===== config.mk =====
export PLATFORM = sky130hd
export DESIGN_NAME = bird_controller
export DESIGN_NICKNAME = d
export VERILOG_FILES = /design/src/rtl/bird_controller_pkg.sv /design/src/rtl/bird_controller_flap_edge.sv /design/src/rtl/bird_controller.sv
export SDC_FILE = /design/constraint.sdc
export NUM_CORES = 1
export LEC_CHECK = 0
export CORE_MARGIN = 3
export CORE_UTILIZATION = 45
export DETAILED_ROUTE_END_ITERATION = 12
export PLACE_DENSITY = 0.74
export SYNTH_ARGS = -nofsm -noshare
export SYNTH_HDL_FRONTEND = slang
export SYNTH_SLANG_ARGS = --single-unit

===== constraint.sdc =====
create_clock -name clk -period 2.15 [get_ports clk]
set_input_delay 0.5375 -clock clk [delete_from_list [all_inputs] [get_ports clk]]
set_output_delay 0.5375 -clock clk [all_outputs]
set_load 0.02 [all_outputs]

===== src/rtl/bird_controller_pkg.sv =====
// Shared types and default geometry for the flappy-bird controller.
package bird_controller_pkg;

  typedef enum logic [1:0] {
    IDLE = 2'd0,
    RISE = 2'd1,
    FALL = 2'd2,
    DEAD = 2'd3
  } state_t;

  localparam int ROWS_DEF       = 16;
  localparam int START_ROW_DEF  = 8;
  localparam int RISE_TICKS_DEF = 2;

endpackage


===== src/rtl/bird_controller_flap_edge.sv =====
// Rising-edge detector for the flap button; stays disarmed after reset
// until the input has been seen low, so a held button cannot fire.
module flap_edge (
  input  logic clk,
  input  logic reset,
  input  logic in,
  output logic pulse
);

  logic prev;
  logic armed;

  always_ff @(posedge clk) begin
    if (reset) begin
      prev  <= 1'b0;
      armed <= 1'b0;
    end else begin
      prev <= in;
      if (!in) armed <= 1'b1;
    end
  end

  assign pulse = in & ~prev & armed;

endmodule


===== src/rtl/bird_controller.sv =====
// Bird motion FSM: row register, rise counter and pending-flap flag,
// advanced on game ticks; outputs are registered.
module bird_controller
  import bird_controller_pkg::*;
#(
  parameter int ROWS       = ROWS_DEF,
  parameter int START_ROW  = START_ROW_DEF,
  parameter int RISE_TICKS = RISE_TICKS_DEF
) (
  input  logic                    clk,
  input  logic                    reset,
  input  logic                    flap,
  input  logic                    tick,
  input  logic                    collide,
  output logic [$clog2(ROWS)-1:0] bird_row,
  output logic                    playing,
  output logic                    game_over
);

  localparam int RW = $clog2(ROWS);
  localparam int CW = $clog2(RISE_TICKS + 1);
  localparam logic [RW-1:0] TOP_ROW = RW'(ROWS - 1);
  localparam logic [RW-1:0] ST_ROW  = RW'(START_ROW);
  localparam logic [CW-1:0] RT      = CW'(RISE_TICKS);

  state_t        state;
  logic [CW-1:0] rise_cnt;
  logic          pending;
  logic          flap_pulse;
  logic          pend_eff;

  flap_edge u_flap_edge (
    .clk   (clk),
    .reset (reset),
    .in    (flap),
    .pulse (flap_pulse)
  );

  // A pulse arriving on the tick cycle itself counts for that tick.
  assign pend_eff = pending | flap_pulse;

  function automatic logic [RW-1:0] row_inc(input logic [RW-1:0] r);
    return (r == TOP_ROW) ? r : r + RW'(1);
  endfunction

  function automatic logic [RW-1:0] row_dec(input logic [RW-1:0] r);
    return (r == '0) ? r : r - RW'(1);
  endfunction

  always_ff @(posedge clk) begin
    if (reset) begin
      state     <= IDLE;
      bird_row  <= ST_ROW;
      playing   <= 1'b0;
      game_over <= 1'b0;
      pending   <= 1'b0;
      rise_cnt  <= '0;
    end else begin
      case (state)
        IDLE: begin
          bird_row <= ST_ROW;
          if (flap_pulse) begin
            state    <= RISE;
            rise_cnt <= RT;
            playing  <= 1'b1;
          end
        end
        RISE, FALL: begin
          if (collide) begin
            state     <= DEAD;
            pending   <= 1'b0;
            playing   <= 1'b0;
            game_over <= 1'b1;
          end else if (tick) begin
            pending <= 1'b0;
            if (state == RISE) begin
              bird_row <= row_inc(bird_row);
              if (pend_eff) begin
                rise_cnt <= RT;
              end else begin
                rise_cnt <= rise_cnt - CW'(1);
                if (rise_cnt == CW'(1)) state <= FALL;
              end
            end else if (pend_eff) begin
              bird_row <= row_inc(bird_row);
              rise_cnt <= RT - CW'(1);
              state    <= (RISE_TICKS == 1) ? FALL : RISE;
            end else if (bird_row == '0) begin
              state     <= DEAD;
              playing   <= 1'b0;
              game_over <= 1'b1;
            end else begin
              bird_row <= row_dec(bird_row);
            end
          end else if (flap_pulse) begin
            pending <= 1'b1;
          end
        end
        DEAD: begin
          if (flap_pulse) begin
            state     <= IDLE;
            bird_row  <= ST_ROW;
            pending   <= 1'b0;
            game_over <= 1'b0;
          end
        end
        default: state <= IDLE;
      endcase
    end
  end

endmodule


# Word level (Yosys, flattened, before mapping)

Index checks and enable logic that the tools add are counted.

Register bits: 13
Output and inout port bits: 6

Mux-type cells: 42
Reductions and logical operators: 11
Bitwise gates (word level): 4
Add/sub/neg operators: 3
Equal/unequal tests: 19

Operators by type and width:

| operator                                                           | number |
|---|---|
| 2-bit two-way mux                                                  | 15 |
| 4-bit two-way mux                                                  | 7 |
| 6-bit AND reduction                                                | 3 |
| 4-bit inequality test, second input constant                       | 4 |
| 3-bit inequality test, second input constant                       | 5 |
| 1-bit two-way mux                                                  | 14 |
| 4-bit case mux with 3 select lines                                 | 1 |
| 2-bit inequality test, second input constant                       | 4 |
| 1-bit case mux with 2 select lines                                 | 3 |
| 2-bit case mux with 3 select lines                                 | 1 |
| 5-bit inequality test, second input constant                       | 1 |
| 5-bit AND reduction                                                | 1 |
| 4-bit by 1-bit adder with 4-bit output, second input constant      | 1 |
| 2-bit by 1-bit == test with 1-bit output, second input constant    | 2 |
| 2-bit == test, second input constant                               | 2 |
| 4-bit == test, second input constant                               | 1 |
| 4-bit logical NOT                                                  | 1 |
| 2-bit case mux with 2 select lines                                 | 1 |
| 4-bit AND reduction                                                | 1 |
| 2-bit nonzero test                                                 | 2 |
| 4-bit by 1-bit subtractor with 4-bit output, second input constant | 1 |
| 3-bit AND reduction                                                | 1 |
| 1-bit AND                                                          | 2 |
| 2-bit logical NOT                                                  | 1 |
| 4 further kinds                                                    | 4 |

# Logic depth before layout (Yosys ltp)

Depth in word-level cells: 9
Mapped depth: 8

# Cells and area by module

From an unflattened synthesis, not the netlist that was laid out.

Cells, all modules: 117
Area, all modules: 920.9 µm²

By module, submodules not included:

| module          | cells each | instances | seq. area each (µm²) | area an instance (µm²) |
|---|---|---|---|---|
| bird_controller | 110        | 1         | 220.2                | 858.3 |
| flap_edge       | 7          | 1         | 40.0                 | 62.6 |

# Worst setup path before layout

OpenSTA, ideal clock, no wires.

Kind: reg2reg
Start: register state[1]
End: register bird_row[2]
Path slack: 234 ps
Data arrival time: 1,844 ps
Library setup time: 71 ps
Path buffers: 1
Cell stages (with the launch flop): 9
Path through: dfxtp_1 -> inv_1 -> ha_1 -> buf_2 -> nand2b_1 -> a2111oi_4 -> o311ai_0 -> o21ai_0 -> o2bb2ai_1

Word-level cells in the longest chain between the ends: 5
Elaborated cells on any way between the ends: 14
Those cells by class: 7 x eq/ne; 4 x mux; 3 x reduce/logical

RTL lines:

| item                                     | RTL line                                     | RTL |
|---|---|---|
| start: declaration                       | bird_controller.sv:26                        | `state_t state;` |
| start signal: assignment                 | bird_controller.sv:87                        | `state <= (RISE_TICKS == 1) ? FALL : RISE;` |
| 2-bit by 1-bit == test with 1-bit output | bird_controller.sv:59, bird_controller.sv:76 |  |
| 4-bit two-way mux                        | bird_controller.sv:76                        | `if (state == RISE) begin` |
| 4-bit two-way mux                        | bird_controller.sv:74                        | `end else if (tick) begin` |
| 4-bit two-way mux                        | bird_controller.sv:69                        | `if (collide) begin` |
| 4-bit case mux with 3 select lines       | bird_controller.sv:59                        | `case (state)` |
| end signal: assignment                   | bird_controller.sv:77                        | `bird_row <= row_inc(bird_row);` |
| end signal: assignment                   | bird_controller.sv:85                        | `bird_row <= row_inc(bird_row);` |
| end signal: assignment                   | bird_controller.sv:93                        | `bird_row <= row_dec(bird_row);` |
| end: declaration                         | bird_controller.sv:15                        | `output logic [$clog2(ROWS)-1:0] bird_row,` |

Several ways; a longest one is shown, not always the timed one. The select of a mux whose other input is x is not followed.
A chain may end at the register's enable or synchronous reset.

# Worst setup path after layout

Start: register bird_row[3]
End: output port bird_row[3]

No word-level cell between the ends.

==> results.md <==
- Sequential area share after synthesis: 25.2%
- Worst slew pin tran: 0.392 ns
- TritonCTS clock tree: done
- Reg clk slew, reported paths: 0.08 ns
- DP Wirelength: 1.94 mm
- Unrepaired setup endpoints after global routing: false
- Placed cell count: 172
- Row count: 16
- Vias per cell: 5.85
- EDFF count, synth: 0
- CP startpoint kind: flip-flop
- Fraction of layout cells with a size suffix above 1: 20.8%
- Internal Pwr Total: 0.799 mW
- Setup CP Type: reg -> out
- Most frequent cells after synthesis: dfxtp_1, ha_1, a21oi_1, inv_1
- Leakage power: 0.530 nW
- Via Count: 1030
- CP cell instances: clkdlybuf4s50_1
- Hold WC Path Type: reg -> reg
- Port Buffer Count: 10
- Setup bufs post-CTS: 0
- Count of different cell masters after synthesis: 46
- Final period utilization: 94.6%
- Critical path peak fanout: 11
- Setup crit end: bird_row[3]
- CTS Buf Count: 3
- Worst R2R Setup Slack: 0.18 ns
- Die Y: 53.9 µm
- Sequential power share: 25.5%
- Final Net Count: 165
- Final WL: 2.50 mm
- Crit path from: bird_row[3]
- Routed len/inst: 14.2 µm
- Clock Tree Buf Depth: 2
- Synth top area cells: dfxtp_1, ha_1, a21oi_1
- Area growth, synth to finish: 26.9%
- CP top delay family: buffers and inverters
- CTS-repair resized insts: 0
- Final Max Tran Viols: 0
- Ys async rst share: 0%
- Clock Root Buffer: clkbuf_4
- Die area: 2900 µm²
- Initial antenna violation count: 0
- CTS H-tree depth: 1
- PwrDens: 1070 nW/µm²
- GRT Total Usage: 20.3%
- Net Sw Frac: 42.9%
- Max_slew headroom: 73.5%
- Vias in the first global route: 951
- Dominant synthesized flop cell: dfxtp_1
- Grt ovf: 0
- Mapped cell area: 1030 µm²
- CP Capture Type: output port
- CP Depth: 1
- Total negative setup slack: 0 ns
- Final worst setup slack: 0.116 ns
- Post-Place Worst Slack: -0.173 ns
- I/O pins: 11
- CTS sink count: 13
- Maximum vdd ir drop: 0.740 mV
- Largest net degree at the start of global routing: 12
- Endpoints failing setup: 0
- Arr. time, crit path: 1.50 ns
- Count of warnings emitted by yosys: 0
- 1st-pass router iterations: 5
- Syn avg cell area: 8.45 µm²
- DR iter-0 viols: 29
- Clock power share: 11.4%
- R2R depth: 7
- CP Buf/Inv Count: 1
- Post-DRT Antenna Nets: 0
- Worst-case clock skew: 0.00386 ns
- Leading area contributor after synthesis: dfxtp_1
- Max Fclk: 492 MHz
- Slowest CP cell: clkdlybuf4s50_1
- Non-filler cells, final: 176
- Combinational fraction of design power: 63.1%
- Post-synth net total: 137
- Final Hold Viols: 0
- Worst R2R Start: state[0]
- Top-count cell post-synth: dfxtp_1
- Hold_buf cts: 0
- Ant. Diodes: 0
- DRC: 0
- Outcome: finished, final reports clean
- Mapped Cells: 122
- Die X: 53.9 µm
- Core area: 2060 µm²
- First-pass GRT wire length: 4.26 mm
- Max cap viols: 0
- Worst endpoint required time: 1.61 ns
- Switching Power: 0.600 mW
- Initial Util: 50.0%
- Final min period: 2.03 ns
- Critical R2R Capture: bird_row[3]
- Largest stage delay, worst path: 0.68 ns
- Clk_lat worst skew: 0.29 ns
- Synth top area share: 25.2%
- Synthesis-stage register bit count: 13
- GP Congestion: 0.849
[placed cells by master (no fill, tap or decap), drive strengths merged, types with 2 or more instances in the layout]
cell type and count:
buf 19, dfxtp 13, ha 10, clkdlybuf4s50 10, a21oi 10, inv 9
nor2 9, nand2 8, o21ai 8, nand2b 6, o211ai 4, mux2i 3
clkbuf 3, o41ai 2, a21boi 2, nand4 2, nor4b 2, o311a 2
[flip-flops by register name (all words and copies together), names as in the netlist]
signal,flops
playing,1
bird_row,4
rise_cnt,2
state,2
u_flap_edge.armed,1
pending,1
game_over,1
u_flap_edge.prev,1
[layer usage]
metal | GRT usage, % | share of wire (%) | vias up
met4 | 8.09 | 1.5 | 0
met5 | 0 | 0 | -
met3 | 5.54 | 7.3 | 6
met2 | 30.4 | 45 | 48
li1 | - | - | 506
met1 | 27.3 | 46 | 470
[power groups by stage]
stage / clock network, mW / logic [mW] / registers [mW]
final: 0.159 / 0.883 / 0.357
after detailed placement: 0 / 0.868 / 0.364
after global routing: 0.182 / 0.978 / 0.367
after floorplan: 0 / 0.542 / 0.376
after CTS: 0.165 / 0.874 / 0.358
after global placement: 0 / 0.844 / 0.356
[metrics by stage]
stage | hold slack, ns | area [µm²] | utilization (%) | total power, mW
after CTS | 0.467 | 1310 | 63.5 | 1.40
after floorplan | 0.434 | 1030 | - | 0.918
after detailed placement | 0.453 | 1280 | 62.1 | 1.23
after global placement | 0.444 | 1280 | 62.1 | 1.20
after global routing | 0.488 | 1310 | 63.5 | 1.53
final | 0.463 | 1310 | 63.5 | 1.40
[layout make-up]
type	instances	area, µm²
sequential	13	260
clock inverter	1	5.00
timing repair buffer	29	243
clock buffer	3	22.5
fill	177	753
tap	27	33.8
inverter	9	33.8
multi-input combinational	94	711
[cell families after synthesis]
group	share of synthesized area (%)
adder cells (fa/ha/maj)	12.1
flip-flops	25.2
multiplexers	4.00
AO/OA/AOI/OAI	30.5
AND/OR/NAND/NOR	21.5
buffers and inverters	5.82
XOR/XNOR	0.850
[how the worst min path moves through the flow]
stage / startpoint / end / slack, ns / depth (start not counted)
after detailed placement: u_flap_edge.armed / u_flap_edge.armed / 0.45 / 2
after CTS: u_flap_edge.armed / u_flap_edge.armed / 0.47 / 2
after global routing: u_flap_edge.armed / u_flap_edge.armed / 0.49 / 2
after global placement: u_flap_edge.armed / u_flap_edge.armed / 0.44 / 2
after floorplan: u_flap_edge.armed / u_flap_edge.armed / 0.43 / 2
final: u_flap_edge.armed / u_flap_edge.armed / 0.46 / 2
Note: power is estimated with default switching activity, not from simulation.
